[src/rtl/flash_read_arbiter.sv]
// ----------------------------------------------------------------------------
// flash_read_arbiter
//   Shares one QSPI flash read engine between the instruction-fetch port and
//   the data-load port, one outstanding transaction at a time. Loads win ties
//   except when fetch has been passed over STREAK_MAX times in a row. A fetch
//   flush marks an in-flight fetch for discard; the flash side still completes.
//
// Ports
//   clk, rst            clock, asynchronous active-low reset
//   if_req_valid/addr   fetch request in;  if_req_ready  fetch grant (comb)
//   if_flush            cancel outstanding or same-cycle fetch
//   if_resp_valid/data  fetch response (registered, one-cycle strobe)
//   ld_req_valid/addr   load request in;   ld_req_ready  load grant (comb)
//   ld_resp_valid/data  load response (registered, one-cycle strobe)
//   fl_req_valid/addr   request to flash reader; fl_req_ready accept
//   fl_resp_valid/data  flash read data (one-cycle strobe)
// ----------------------------------------------------------------------------
module flash_read_arbiter #(
    parameter int unsigned XLEN       = 32,
    parameter int unsigned ADDR_W     = 24,
    parameter int unsigned STREAK_MAX = 4
) (
    input  logic              clk,
    input  logic              rst,

    input  logic              if_req_valid,
    input  logic [XLEN-1:0]   if_req_addr,
    output logic              if_req_ready,
    input  logic              if_flush,
    output logic              if_resp_valid,
    output logic [XLEN-1:0]   if_resp_data,

    input  logic              ld_req_valid,
    input  logic [XLEN-1:0]   ld_req_addr,
    output logic              ld_req_ready,
    output logic              ld_resp_valid,
    output logic [XLEN-1:0]   ld_resp_data,

    output logic              fl_req_valid,
    output logic [ADDR_W-1:0] fl_req_addr,
    input  logic              fl_req_ready,
    input  logic              fl_resp_valid,
    input  logic [XLEN-1:0]   fl_resp_data
);

    localparam int unsigned STREAK_W = 4;
    localparam logic [STREAK_W-1:0] STREAK_LIM = STREAK_W'(STREAK_MAX);

    typedef enum logic [1:0] {
        ST_IDLE  = 2'd0,
        ST_ISSUE = 2'd1,
        ST_WAIT  = 2'd2
    } state_t;

    state_t                r_state;
    state_t                w_state_next;

    logic                  r_owner_ld;
    logic                  r_discard;
    logic [ADDR_W-1:0]     r_addr;
    logic [STREAK_W-1:0]   r_streak;
    logic                  r_if_resp_valid;
    logic [XLEN-1:0]       r_if_resp_data;
    logic                  r_ld_resp_valid;
    logic [XLEN-1:0]       r_ld_resp_data;

    logic                  w_if_eligible;
    logic                  w_grant_if;
    logic                  w_grant_ld;
    logic                  w_resp_take;
    logic                  w_unused;

    // A flushed fetch cannot be granted in the same cycle.
    assign w_if_eligible = if_req_valid && !if_flush;
    assign w_resp_take   = (r_state == ST_WAIT) && fl_resp_valid;

    // Address bits above the flash window are intentionally dropped.
    assign w_unused = ^{if_req_addr[XLEN-1:ADDR_W], ld_req_addr[XLEN-1:ADDR_W]};

    // State register.
    always_ff @(posedge clk or negedge rst) begin
        if (!rst) begin
            r_state <= ST_IDLE;
        end else begin
            r_state <= w_state_next;
        end
    end

    // Next-state and grant logic.
    always_comb begin
        w_state_next = r_state;
        w_grant_if   = 1'b0;
        w_grant_ld   = 1'b0;
        case (r_state)
            ST_IDLE: begin
                // Load wins unless fetch has reached its starvation limit.
                if (ld_req_valid && !(w_if_eligible && (r_streak == STREAK_LIM))) begin
                    w_grant_ld = 1'b1;
                end else if (w_if_eligible) begin
                    w_grant_if = 1'b1;
                end
                if (w_grant_ld || w_grant_if) begin
                    w_state_next = ST_ISSUE;
                end
            end
            ST_ISSUE: begin
                if (fl_req_ready) begin
                    w_state_next = ST_WAIT;
                end
            end
            ST_WAIT: begin
                if (fl_resp_valid) begin
                    w_state_next = ST_IDLE;
                end
            end
            default: begin
                w_state_next = ST_IDLE;
            end
        endcase
    end

    // Transaction bookkeeping, streak counter and response registers.
    always_ff @(posedge clk or negedge rst) begin
        if (!rst) begin
            r_owner_ld      <= 1'b0;
            r_discard       <= 1'b0;
            r_addr          <= '0;
            r_streak        <= '0;
            r_if_resp_valid <= 1'b0;
            r_if_resp_data  <= '0;
            r_ld_resp_valid <= 1'b0;
            r_ld_resp_data  <= '0;
        end else begin
            r_if_resp_valid <= 1'b0;
            r_ld_resp_valid <= 1'b0;

            if (w_grant_ld || w_grant_if) begin
                r_owner_ld <= w_grant_ld;
                r_addr     <= w_grant_ld ? ld_req_addr[ADDR_W-1:0]
                                         : if_req_addr[ADDR_W-1:0];
                r_discard  <= 1'b0;
            end else if ((r_state != ST_IDLE) && !r_owner_ld && if_flush) begin
                r_discard  <= 1'b1;
            end

            // Count loads that bypassed a waiting fetch; saturate at the limit.
            if (w_grant_ld) begin
                if (if_req_valid) begin
                    if (r_streak < STREAK_LIM) begin
                        r_streak <= r_streak + STREAK_W'(1);
                    end
                end else begin
                    r_streak <= '0;
                end
            end else if (w_grant_if) begin
                r_streak <= '0;
            end

            // A flush coinciding with the response also drops it.
            if (w_resp_take) begin
                if (r_owner_ld) begin
                    r_ld_resp_valid <= 1'b1;
                    r_ld_resp_data  <= fl_resp_data;
                end else if (!(r_discard || if_flush)) begin
                    r_if_resp_valid <= 1'b1;
                    r_if_resp_data  <= fl_resp_data;
                end
            end
        end
    end

    assign if_req_ready  = w_grant_if;
    assign ld_req_ready  = w_grant_ld;
    assign fl_req_valid  = (r_state == ST_ISSUE);
    assign fl_req_addr   = r_addr;
    assign if_resp_valid = r_if_resp_valid;
    assign if_resp_data  = r_if_resp_data;
    assign ld_resp_valid = r_ld_resp_valid;
    assign ld_resp_data  = r_ld_resp_data;

    // Flash data arriving outside WAIT has no owner and is dropped.
    a_resp_in_wait: assert property (@(posedge clk) disable iff (!rst)
        fl_resp_valid |-> (r_state == ST_WAIT));

endmodule

[config.mk]
export PLATFORM = sky130hd
export DESIGN_NAME = flash_read_arbiter
export DESIGN_NICKNAME = d
export VERILOG_FILES = /design/src/rtl/flash_read_arbiter.sv
export SDC_FILE = /design/constraint.sdc
export NUM_CORES = 1
export LEC_CHECK = 0
export ABC_AREA = 0
export CORE_MARGIN = 2
export CORE_UTILIZATION = 43
export CTS_CLUSTER_SIZE = 25
export DETAILED_ROUTE_END_ITERATION = 7
export GPL_TIMING_DRIVEN = 0
export PLACE_DENSITY = 0.85
export SYNTH_ARGS = -nofsm -noshare
export SYNTH_HDL_FRONTEND = slang
export SYNTH_SLANG_ARGS = --single-unit
[constraint.sdc]
create_clock -name clk -period 4.7 [get_ports clk]
set_input_delay 0.47 -clock clk [delete_from_list [all_inputs] [get_ports clk]]
set_output_delay 0.47 -clock clk [all_outputs]
set_load 0.01 [all_outputs]
# After elaboration in Yosys (flattened, before gate mapping)
# Cells that the tools add are included.
# word_totals
regBits	98
input_bits	103
output_inout_bits	93
# classes
add_sub_neg	1
order_cmp	1
n_eq_ne	7
n_mux	23
n_bitwise	2
reduce_logical	20
# op_table
operator	count
2-to-1 mux 24 bit	1
2-to-1 mux 4 bit	4
2-to-1 mux 1 bit	14
logical AND 1 bit	6
2-to-1 mux 2 bit	3
one-hot mux 2 bit (3 select lines)	1
AND reduction 3 bit	2
nonzero test 2 bit	3
adder 4 x 1 -> 4 bit, second input constant	1
== test 4 x 3 -> 1 bit, second input constant	1
less-than comparator 4 x 3 -> 1 bit, second input constant	1
inequality test 2 bit, second input constant	2
AND reduction 2 bit	2
zero test 1 bit	3
logical OR 1 bit	3
inequality test 3 x 2 -> 1 bit, second input constant	1
== test 2 x 1 -> 1 bit, second input constant	1
== test 2 bit, second input constant	1
zero test 2 bit	1
inequality test 2 x 1 -> 1 bit, second input constant	1
NOT 1 bit	2

# Longest topological paths before layout
# depth
ltp_word	10
depth_mapped	8
mapped_depth_nobuf	7

# Least setup slack after synthesis
# No wires, ideal clock.
# synth_path
path_kind	register to output
start	reg r_streak[0]
end	out ld_req_ready
t_arrival_ns	1.328
t_required_ns	4.230
setup_slack_ns	2.902
path_stages_with_launch	8
n_path_buf	2
cell_sequence	dfrtp_1 -> inv_1 -> ha_1 -> and3b_1 -> nand2_1 -> and3_1 -> buf_2 -> buf_6
# synth_via
elab_chain_len	7
# synth_rtl
element	line	source
start: declaration	61	logic [STREAK_W-1:0] r_streak;
start signal: assignment	150	r_streak <= r_streak + STREAK_W'(1);
== test 4 x 3 -> 1 bit	97	if (ld_req_valid && !(w_if_eligible && (r_streak == STREAK_LIM))) begin
logical AND 1 bit	97	
zero test 1 bit	97	
logical AND 1 bit	97	
2-to-1 mux 1 bit	97	
2-to-1 mux 1 bit (2 in series)	94	case (r_state)
end: declaration	35	output logic ld_req_ready,
# Every way passes these cells. The select of a mux whose other input is x is not followed.

# Worst setup path after layout
# Ends and elaborated chain as after synthesis.

==> impl_metrics.py <==
metrics = {
    "route": {
        "dr.first_iter.drc_count": 59,
        "drc": 0,
        "dr.pass1.iters": 4,
        "wl_per_cell_um": 16.8,
        "viasPerCell": 5.00,
        "vias": 2904,
        "final_antenna_net_count": 0,
        "finalWirelength_um": 9760,
    },
    "sta": {
        "finalClockSkew_ns": 0.0150,
        "rsz0062_at_grt": "no",
        "fin_crit_sh_pct": 61.8,
        "hold_viol": 0,
        "drv_slew": 0,
        "setup_violations": 0,
        "holdWs_ns": 0.0245,
        "relSlewSlack_pct": 67.7,
        "timing.fmax_ghz": 0.344,
        "finalCriticalPeriod_ns": 2.91,
        "max_slew.worst_pin.slew_ns": 0.484,
    },
    "logic_synthesis": {
        "synth_ff_type": "dfrtp_1",
        "yosysSeqAreaShare_pct": 62.2,
        "synthTopCellsByArea": "dfrtp_1, mux2_1, a22o_1, a21o_1, a21oi_2",
        "synth-edff-count": 0,
        "synth_cell_types": 33,
        "synth-seq-cells": 98,
        "ys_warn_count": 0,
        "syn_inst": 277,
        "yosys.area.top_type": "dfrtp_1",
        "synth.avg_cell_area_um2": 14.2,
        "async_flop_share_pct": 100,
        "synth_area_mm2": 0.00395,
        "synth_top_area_share_pct": 62.2,
        "syn_nets": 382,
    },
    "pwr": {
        "p_per_area_mw_per_mm2": 565,
        "ir_drop_uv": 284,
        "power.leakage_uw": 0.00281,
        "finalPower_uw": 3440,
    },
    "clocking": {
        "htree_levels": 3,
        "cts.sinks": 98,
        "clkTransAtPathRegs_ns": 0.10,
        "clockBufferDepth": 2,
        "cts_resized": 0,
        "insertion_delay_ns": 0.36,
        "numCtsBuffers": 9,
        "clock-root-buffer": "clkbuf_8",
        "cts-hold-fix-buffers": 0,
        "postCtsSetupBuffers": 0,
        "cts_tree": "built",
    },
    "floorplanning": {
        "pin_count": 196,
        "fp.dieH_um": 99.8,
        "die_w_um": 99.8,
        "rows": 34,
        "die-area_mm2": 0.00996,
        "start_util_pct": 44.8,
        "core_mm2": 0.00881,
    },
    "worst_setup_path": {
        "worst_ep_arrival_time_ns": 2.44,
        "cp_data_required_time_ns": 4.23,
        "r2r_cells": 8,
        "criticalPathCategory": "reg -> out",
        "startpoint_type": "flop",
        "cp_max_fo": 10,
        "end_kind": "output port",
    },
    "global_routing": {
        "grt_max_degree": 70,
        "antenna_found_initial": 0,
        "grt_pass1_wl_um": 16100,
        "grt_pass1_vias": 3261,
        "gr-usage-all-layers_pct": 20.7,
        "grt_overflow_total": 0,
    },
    "placed_design": {
        "gp_congestion": 0.731,
        "dp.cells": 565,
        "dpl.hpwl_um": 7600,
        "io_buffer_count": 179,
    },
    "cells_and_area": {
        "diodes": 0,
        "final_util_pct": 69.2,
        "instances_no_fill": 581,
        "layout_commonest_cell": "clkdlybuf4s50_1",
        "fin_nets": 573,
        "drive_gt1_share_pct": 9.94,
        "synthToLayoutAreaGrowth_pct": 54.4,
        "final_cell_mix": "clkdlybuf4s50_1, dfrtp_1, mux2_1",
    },
    "flow_run": {
        "maxCapViolCount": 0,
    },
    "worst_hold_path": {
        "hold_path_class": "in -> async",
    },
    "status": {
        "status": "finished, final reports clean",
    },
}
==> synth_stat cells, types with 2 or more instances <==
cell and n:
nand2b_1 2, nand2_1 5, dfrtp_1 98, buf_6 3
mux2i_1 2, nor2_1 2, inv_1 15, a21o_1 15
nand3_2 2, ha_1 2, inv_2 3, nand3_1 3
nor3_1 3, a21oi_2 9, o21ai_1 3, mux2_1 64
a22o_1 14, o22ai_1 10, buf_2 8
==> final timing paths <==
kind                                              start                            to  slack (ns)
max                             r_streak[0]$_DFFE_PN0P_                  ld_req_ready        1.79
min                                                 rst  ld_resp_data[24]$_DFFE_PN0P_        0.02
max reg2reg                     r_streak[0]$_DFFE_PN0P_    fl_req_addr[9]$_DFFE_PN0P_        2.90
min reg2reg                if_resp_data[15]$_DFFE_PN0P_  if_resp_data[15]$_DFFE_PN0P_        0.50
max in group asynchronous                           rst        r_state[0]$_DFFE_PN0P_        4.01
min in group clk           if_resp_data[15]$_DFFE_PN0P_  if_resp_data[15]$_DFFE_PN0P_        0.50
==> logic make-up after synthesis <==
group	after synthesis	share of synthesized area, %
AND/OR/NAND/NOR	24	3.55
buffers and inverters	31	3.77
AO/OA/AOI/OAI	56	11.1
flip-flops	98	62.2
multiplexers	66	18.8
adder cells (fa/ha/maj)	2	0.634
==> critical path: stages (launching register included) <==
cell	delay [ns]
dfrtp_1	0.36
inv_1	0.07
ha_1	0.21
and3b_1	0.21
nand2_1	0.11
and3_1	0.15
buf_2	0.21
buf_6	0.20
clkdlybuf4s50_1	0.55
==> report_power, final <==
part,switching [uW],internal (uW)
logic,623,921
registers,187,1180
clock network,306,218
==> layer usage <==
metal | vias up | track usage [%] | share of wire (%)
li1 | 1356 | - | -
met1 | 1438 | 23.3 | 38
met2 | 95 | 38.4 | 55
met3 | 15 | 4.32 | 5.7
met4 | 0 | 8.11 | 1.9
met5 | - | 0 | 0
==> sequential cells by signal, summed over array words and instances (netlist names) <==
register	cells
if_resp_data	32
ld_resp_data	32
fl_req_addr	24
r_streak	4
r_state	2
if_resp_valid	1
ld_resp_valid	1
r_discard	1
r_owner_ld	1
==> cell type report <==
cell class / instances / area (um2)
fillers: 655 / 2720
inverters: 18 / 67.6
well taps: 108 / 135
clock inverters: 6 / 55.1
plain buffers: 13 / 81.3
flip-flops and latches: 98 / 2450
clock buffers: 10 / 138
repair buffers: 180 / 1820
multi-input cells: 148 / 1340
==> metrics by stage <==
step | area, um2 | setup WS [ns] | setup TNS [ns]
floorplan | 3950 | 2.90 | 0
global placement | 5870 | -0.373 | -36.02
detailed placement | 5900 | 1.85 | 0
CTS | 6090 | 1.76 | 0
global route | 6090 | 1.64 | 0
finish | 6090 | 1.79 | 0
No activity file was read; power rests on OpenSTA's default activity.
